**src/rtl/alu_seq.sv**
```systemverilog
// Multi-cycle ALU with valid/ready handshakes, registered result and flags.
// Define ALU_SEQ_MUL_EN to compile in the iterative shift-add multiplier (ctrl 101).
module alu_seq #(
    parameter int WIDTH = 8,
    localparam int SHAMT_W = $clog2(WIDTH)
) (
    input  logic             clk,
    input  logic             rst,
    input  logic             in_valid,
    output logic             in_ready,
    input  logic [WIDTH-1:0] rs1,
    input  logic [WIDTH-1:0] rs2,
    input  logic [2:0]       ctrl,
    input  logic             flag,
    output logic             out_valid,
    input  logic             out_ready,
    output logic [WIDTH-1:0] out,
    output logic             carry,
    output logic             overflow,
    output logic             zero
);

    typedef enum logic [1:0] {
        IDLE,
        EXEC,
        DONE
    } state_t;

    typedef enum logic [2:0] {
        OP_ADDSUB = 3'b000,
        OP_LOGIC  = 3'b001,
        OP_SLT    = 3'b010,
        OP_SHIFT  = 3'b011,
        OP_SRA    = 3'b100,
        OP_MUL    = 3'b101,
        OP_ILL6   = 3'b110,
        OP_ILL7   = 3'b111
    } op_t;

    state_t state, state_next;

    op_t                op_q;
    logic               flag_q;
    logic [WIDTH-1:0]   a_q;
    logic [WIDTH-1:0]   b_q;
    logic [SHAMT_W-1:0] cnt_q;

    logic [WIDTH-1:0]   b_x;
    logic [WIDTH:0]     sum;
    logic [WIDTH-1:0]   shifted;
    logic [WIDTH-1:0]   a_next;
    logic [SHAMT_W-1:0] cnt_next;
    logic               finish;
    logic [WIDTH-1:0]   res;
    logic               res_c;
    logic               res_v;

`ifdef ALU_SEQ_MUL_EN
    logic [2*WIDTH-1:0] acc_q;
    logic [2*WIDTH-1:0] acc_next;
    logic [WIDTH:0]     mul_sum;

    // Accumulator holds {partial product, remaining multiplier bits}; one bit retired per cycle.
    always_comb begin
        mul_sum  = {1'b0, acc_q[2*WIDTH-1:WIDTH]} + {1'b0, a_q};
        acc_next = acc_q[0] ? {mul_sum, acc_q[WIDTH-1:1]} : {1'b0, acc_q[2*WIDTH-1:1]};
    end
`endif

    assign in_ready = (state == IDLE);

    always_ff @(posedge clk) begin
        if (rst) begin
            state <= IDLE;
        end else begin
            state <= state_next;
        end
    end

    always_comb begin
        state_next = state;
        case (state)
            IDLE:    if (in_valid) state_next = EXEC;
            EXEC:    if (finish) state_next = DONE;
            DONE:    if (out_ready) state_next = IDLE;
            default: state_next = IDLE;
        endcase
    end

    always_comb begin
        b_x = flag_q ? ~b_q : b_q;
        sum = {1'b0, a_q} + {1'b0, b_x} + {{WIDTH{1'b0}}, flag_q};

        if (op_q == OP_SRA) begin
            shifted = {a_q[WIDTH-1], a_q[WIDTH-1:1]};
        end else if (flag_q) begin
            shifted = {a_q[WIDTH-2:0], 1'b0};
        end else begin
            shifted = {1'b0, a_q[WIDTH-1:1]};
        end

        finish   = 1'b1;
        res      = '0;
        res_c    = 1'b0;
        res_v    = 1'b0;
        a_next   = a_q;
        cnt_next = cnt_q;

        case (op_q)
            OP_ADDSUB: begin
                res   = sum[WIDTH-1:0];
                res_c = sum[WIDTH];
                res_v = (a_q[WIDTH-1] == b_x[WIDTH-1]) && (sum[WIDTH-1] != a_q[WIDTH-1]);
            end
            OP_LOGIC: begin
                res = flag_q ? ~(a_q & b_q) : ~(a_q | b_q);
            end
            OP_SLT: begin
                res = flag_q ? WIDTH'($signed(a_q) < $signed(b_q)) : WIDTH'(a_q < b_q);
            end
            // The last shift step is folded into the finishing cycle, so a count of k costs k cycles.
            OP_SHIFT, OP_SRA: begin
                if (cnt_q != '0) begin
                    a_next   = shifted;
                    cnt_next = cnt_q - SHAMT_W'(1);
                end
                finish = (cnt_q <= SHAMT_W'(1));
                res    = (cnt_q == '0) ? a_q : shifted;
            end
`ifdef ALU_SEQ_MUL_EN
            OP_MUL: begin
                cnt_next = cnt_q - SHAMT_W'(1);
                finish   = (cnt_q == '0);
                res      = acc_next[WIDTH-1:0];
                res_c    = |acc_next[2*WIDTH-1:WIDTH];
            end
`endif
            default: ;
        endcase
    end

    always_ff @(posedge clk) begin
        if (rst) begin
            op_q      <= OP_ADDSUB;
            flag_q    <= 1'b0;
            a_q       <= '0;
            b_q       <= '0;
            cnt_q     <= '0;
            out       <= '0;
            carry     <= 1'b0;
            overflow  <= 1'b0;
            zero      <= 1'b0;
            out_valid <= 1'b0;
`ifdef ALU_SEQ_MUL_EN
            acc_q     <= '0;
`endif
        end else begin
            case (state)
                IDLE: begin
                    if (in_valid) begin
                        op_q   <= op_t'(ctrl);
                        flag_q <= flag;
                        a_q    <= rs1;
                        b_q    <= rs2;
                        cnt_q  <= (op_t'(ctrl) == OP_MUL) ? SHAMT_W'(WIDTH - 1) : rs2[SHAMT_W-1:0];
`ifdef ALU_SEQ_MUL_EN
                        acc_q  <= {{WIDTH{1'b0}}, rs2};
`endif
                    end
                end
                EXEC: begin
                    a_q   <= a_next;
                    cnt_q <= cnt_next;
`ifdef ALU_SEQ_MUL_EN
                    acc_q <= acc_next;
`endif
                    if (finish) begin
                        out       <= res;
                        carry     <= res_c;
                        overflow  <= res_v;
                        zero      <= (res == '0);
                        out_valid <= 1'b1;
                    end
                end
                DONE: begin
                    if (out_ready) out_valid <= 1'b0;
                end
                default: ;
            endcase
        end
    end

endmodule

```
**config.mk**
```make
export PLATFORM = sky130hd
export DESIGN_NAME = alu_seq
export DESIGN_NICKNAME = d
export VERILOG_FILES = /design/src/rtl/alu_seq.sv
export SDC_FILE = /design/constraint.sdc
export NUM_CORES = 1
export LEC_CHECK = 0
export ABC_AREA = 1
export BUFFER_PORTS_ARGS = -buffer_cell sky130_fd_sc_hd__buf_2
export CAP_MARGIN = 25
export CORE_MARGIN = 3
export CORE_UTILIZATION = 59
export DETAILED_ROUTE_END_ITERATION = 6
export GPL_ROUTABILITY_DRIVEN = 0
export HOLD_SLACK_MARGIN = 0.06
export MAX_ROUTING_LAYER = met4
export PLACE_DENSITY = 0.81
export SLEW_MARGIN = 0
export SYNTH_ARGS = -nofsm -noshare
export SYNTH_HDL_FRONTEND = slang
export SYNTH_SLANG_ARGS = --single-unit
export TNS_END_PERCENT = 20
```
**constraint.sdc**
```tcl
create_clock -name clk -period 2.7 [get_ports clk]
set_input_delay 0.135 -clock clk [delete_from_list [all_inputs] [get_ports clk]]
set_output_delay 0.135 -clock clk [all_outputs]
set_load 0.005 [all_outputs]
```
Yosys cells after proc, flatten, opt, wreduce, memory -nomap -nowiden
Cells that the tools add are included.
{ "word_totals": {"output_inout_bits": 13, "register_bits": 37} }
{ "op_classes": {"muxes": 26, "add_sub_neg": 3, "reduce_logical": 14, "n_lt_le_gt_ge": 3, "n_bitwise": 5, "n_eq_ne": 14} }
{ "op_table": {"columns": ["operator", "n"], "rows": [
  ["$mux 8", 8],
  ["$pmux 8 s4", 1],
  ["$not 8->8", 3],
  ["$lt 8x8->1", 2],
  ["$pmux 8 s2", 1],
  ["$mux 3", 4],
  ["$add 8x8->9", 1],
  ["$add 9x1->9", 1],
  ["$and 8x8->8", 1],
  ["$logic_not 8->1", 1],
  ["$ne 2x2->1 const B", 4],
  ["$or 8x8->8", 1],
  ["$eq 3x2->1 const B", 2],
  ["$eq 3x3->1 const B", 2],
  ["$logic_not 3->1", 2],
  ["$mux 1", 6],
  ["$mux 2", 3],
  ["$pmux 2 s3", 1],
  ["$pmux 3 s2", 1],
  ["$reduce_and 3->1", 2],
  ["$reduce_and 2->1", 2],
  ["$reduce_and 4->1", 1],
  ["$reduce_bool 2->1", 2],
  ["$eq 3x1->1 const B", 1],
  ["other kinds (12)", 12]
]} }

Depth between registers and ports, before layout
{ "depth": {"word_depth": 7, "depth_mapped": 17} }

Worst setup path before layout
No wires, ideal clock.
{ "synth_timing": {"path_kind": "register -> register", "startpoint": "reg flag_q", "endpoint": "reg zero", "n_path_buf": 2, "setup_time_ns": 0.070, "slack_ns": 0.531, "t_required_ns": 2.630, "t_arrival_ns": 2.098, "path_stages_with_launch": 16, "path_cell_list": "dfxtp_1 > buf_6 > buf_2 > xnor2_1 > fa_1 > inv_1 > nand3_1 > nand2_1 > nand2_1 > nand3_1 > nand3_1 > nor2_1 > nand2_1 > nor2_1 > nand3_1 > a21oi_1"} }
{ "synth_via": {"elab_chain_cells": 5, "word_cells_on_any_way": 10} }
{ "synth_lines": {"columns": ["item", "line", "source"], "rows": [
  ["start, declared", "43", "logic flag_q;"],
  ["start signal, assigned", "162", "flag_q <= flag;"],
  ["$mux 8, on equally long branches", "91, 96", null],
  ["$add 8x8->9 / $mux 8 (equally long branches)", "92, 94", null],
  ["$add 9x1->9 / $mux 8 (equally long branches)", "92, 128", null],
  ["$pmux 8 s4 *", "109", "case (op_q)"],
  ["$logic_not 8->1 *", "181", "zero <= (res == '0);"],
  ["end signal, assigned", "181", null],
  ["end, declared", "20", "output logic zero"]
]} }
Mark *: on every way between the ends. The rest lies on a longest branch, timed or not.
A chain may end at the register's enable or synchronous reset.

Final worst setup path
Ends and elaborated chain as after synthesis.

==> impl_metrics.csv <==
group,metric,value,unit
outcome,outcome,"finished clean",
worst_setup_path,crit_buf_inv,1,
power,ir_drop,0.0004043,V
sta,tns,0,ns
power,p_comb_share,35.7,%
yosys,ys.flop_type,"dfxtp_1",
worst_setup_path,rrSetupSlack,0.47,ns
placed_design,dp.cells,520,
worst_setup_path,crit_path_frequent_cell,"nor2_1",
routing,first_pass_iters,7,
routing,routed_wl,7472,um
clocking,path_clk_slew,0.08,ns
finish,finalNonFillerCells,528,
yosys,async_reset_ff_share,0,%
yosys,ys_ff_latch,37,
die,die_w,75.84,um
grt,grt_max_degree,25,
yosys,syn_area,2878,sq um
clocking,clkSinkCount,37,
routing,drc,0,
clocking,cts.repair.resized,0,
yosys,ys_types,35,
sta,setup_viol,0,
clocking,cts_hold_buf,0,
grt,track_usage,28.98,%
clocking,cts-buffers-inserted,5,
sta,hold_violations,0,
grt,antenna_found_initial,0,
yosys,synth-edff-count,0,
yosys,synth_top_area_share,25.74,%
worst_setup_path,cp_slowest_cell,"dfxtp_1",
clocking,clock-root-buffer,"clkbuf_8",
finish,area_growth,12.17,%
routing,viasPerCell,5.610,
clocking,cts_setup_buffers,0,
finish,final_common_cell,"nand2_1",
finish,fillers,388,
finish,fin_nets,518,
routing,ant_nets,0,
run,cap_violations,0,
power,intPower,0.001215,W
grt,grt_overflow_total,0,
worst_setup_path,cp.depth,12,
grt,grt_pass1_vias,2621,
worst_setup_path,worst_setup_path_end_kind,"flop",
worst_setup_path,path_cells,"buf_4 -> xor2_1 -> ha_1 -> a21oi_1 -> nor2_1 -> nor2_1 -> nand3b_1 -> nand3_1 -> nand2_1 -> nor2_1 -> nand3_1 -> a21oi_1",
placed_design,dp_hpwl,5687,um
sta,max_freq,447.8,MHz
worst_hold_path,holdPathStages,3,
power,leakagePower,1.633,nW
routing,vias,2962,
worst_setup_path,crit_family,"simple AND/OR/NAND/NOR gates",
die,fp.coreArea,4534,sq um
finish,drive_gt1_share,14.47,%
worst_setup_path,startpoint_type,"flop",
power,powerDensity,598.1,nW/um^2
grt,grt_pass1_wl,12300,um
sta,slew-limit-headroom,59.17,%
routing,routedWlPerCell,14.15,um
finish,antenna_cells,0,
power,p_clk_share,30.3,%
finish,final_cell_mix,"nand2_1 (87), inv_1 (52), a21oi_1 (48)",
sta,fin_skew,0.01042,ns
sta,period_needed,2.233,ns
sta,finalCritPeriodShare,82.71,%
power,p_seq_share,34.0,%
power,p_switching,0.0007163,W
yosys,synth_top_area_cell,"dfxtp_1",
worst_setup_path,path_class,"reg -> reg",
routing,drtIter0Drc,266,
clocking,ctsLongestPathBuffers,2,
die,dieArea,5752,sq um
clocking,clk_latency,0.30,ns
yosys,ys_seq_area_share,25.74,%
worst_setup_path,max_stage_delay,0.31,ns
die,start_util,63.47,%
worst_setup_path,rr_worst_depth,12,
yosys,syn_nets,485,
worst_setup_path,worstPathRequired,2.94,ns
yosys,synth_warnings,0,
clocking,cts_tree,"yes",
sta,rsz0062_at_grt,"false",
worst_setup_path,cp.arrival,2.47,ns
placed_design,port_buffers,36,
die,die_h,75.84,um
yosys,synthCells,429,
sta,hold_ws,0.1074,ns
yosys,synth_area_leaders,"dfxtp_1 (26%), ha_1 (13%), nand2_1 (11%)",
worst_hold_path,hold_path.class,"in -> reg",
sta,worstMarginPinSlew,0.6118,ns
die,io_pins,37,
worst_setup_path,crit_fanout,23,
sta,drv_slew,0,
power,power_switching_share,37.10,%
yosys,syn_area_per_cell,6.708,sq um
die,row_count,24,
clocking,htreeDepth,2,
area by class of cell:
class	instances	area [sq um]	area share (%)
Clock buffer	5	68.82	2.132
Clock inverter	3	65.06	2.016
Inverter	58	217.7	6.744
Timing Repair Buffer	41	217.7	6.744
Sequential cell	37	740.7	22.95
Multi-Input combinational cell	319	1837	56.90
Tap cell	65	81.33	2.519
state kept, by name (all words and copies together), names as in the netlist, 2 cells and up:
register  cells
out           8
state         2
op_q          3
a_q           8
b_q           8
cnt_q         3
routing by layer:
layer	share of wire (%)	up-vias	GRT usage (%)
met5	0	-	-
met4	2.0	0	9.709
met3	6.1	15	5.541
met2	45	115	43.82
met1	47	1362	38.64
li1	-	1470	-
through the flow:
stage	worst slack, ns	total power (W)	utilization, %	area, sq um
after floorplan	0.5315	0.001166	-	2878
after global placement	0.5747	0.001326	68.24	3094
after detailed placement	0.5151	0.001338	68.24	3094
after CTS	0.5007	0.001922	71.19	3228
after global routing	0.2122	0.002060	71.19	3228
final	0.4668	0.001931	71.19	3228
cells by family after synthesis:
logic type | synth area share [%]
flip-flops | 25.74
XOR/XNOR | 2.435
AO/OA/AOI/OAI | 20.65
buffers and inverters | 10.43
adder cells (fa/ha/maj) | 14.17
AND/OR/NAND/NOR | 26.57
synthesized netlist by cell type, types with 2 or more instances:
library cell,count
o21ai_0,40
ha_1,31
nand3b_1,3
o21ai_2,2
dfxtp_1,37
buf_6,2
xnor2_1,2
or2_2,2
inv_2,5
inv_1,52
nand2_8,2
buf_2,6
nand2_2,2
xor2_1,6
nor2_4,2
a221oi_1,4
nand2_1,87
nand3_1,22
a31oi_1,4
nor3_1,4
nand4_1,2
nor2_1,42
o211ai_1,6
a21oi_1,48
clkbuf_1,6
final timing paths:
kind	start	endpoint
max	flag_q$_SDFFE_PP0P_	zero$_SDFFE_PP0P_
min	rs1[7]	a_q[7]$_SDFFE_PP0P_
max reg2reg	flag_q$_SDFFE_PP0P_	zero$_SDFFE_PP0P_
min reg2reg	overflow$_SDFFE_PP0P_	overflow$_SDFFE_PP0P_
worst register-to-register path: cells and delay by family, from the launching register on:
kind	cells	cell delay [ns]
flip-flops	1	0.31
adder cells (fa/ha/maj)	1	0.30
buffers and inverters	1	0.25
AO/OA/AOI/OAI	2	0.37
AND/OR/NAND/NOR	7	0.75
XOR/XNOR	1	0.19
power groups by stage:
stage / clock, W / combinational [W] / sequential [W]
final: 0.000585 / 0.000689 / 0.000656
after global routing: 0.000615 / 0.000782 / 0.000663
after CTS: 0.000588 / 0.000678 / 0.000655
after detailed placement: 0 / 0.000670 / 0.000668
after global placement: 0 / 0.000660 / 0.000666
after floorplan: 0 / 0.000514 / 0.000652
Power figures use the tool's default switching activity.
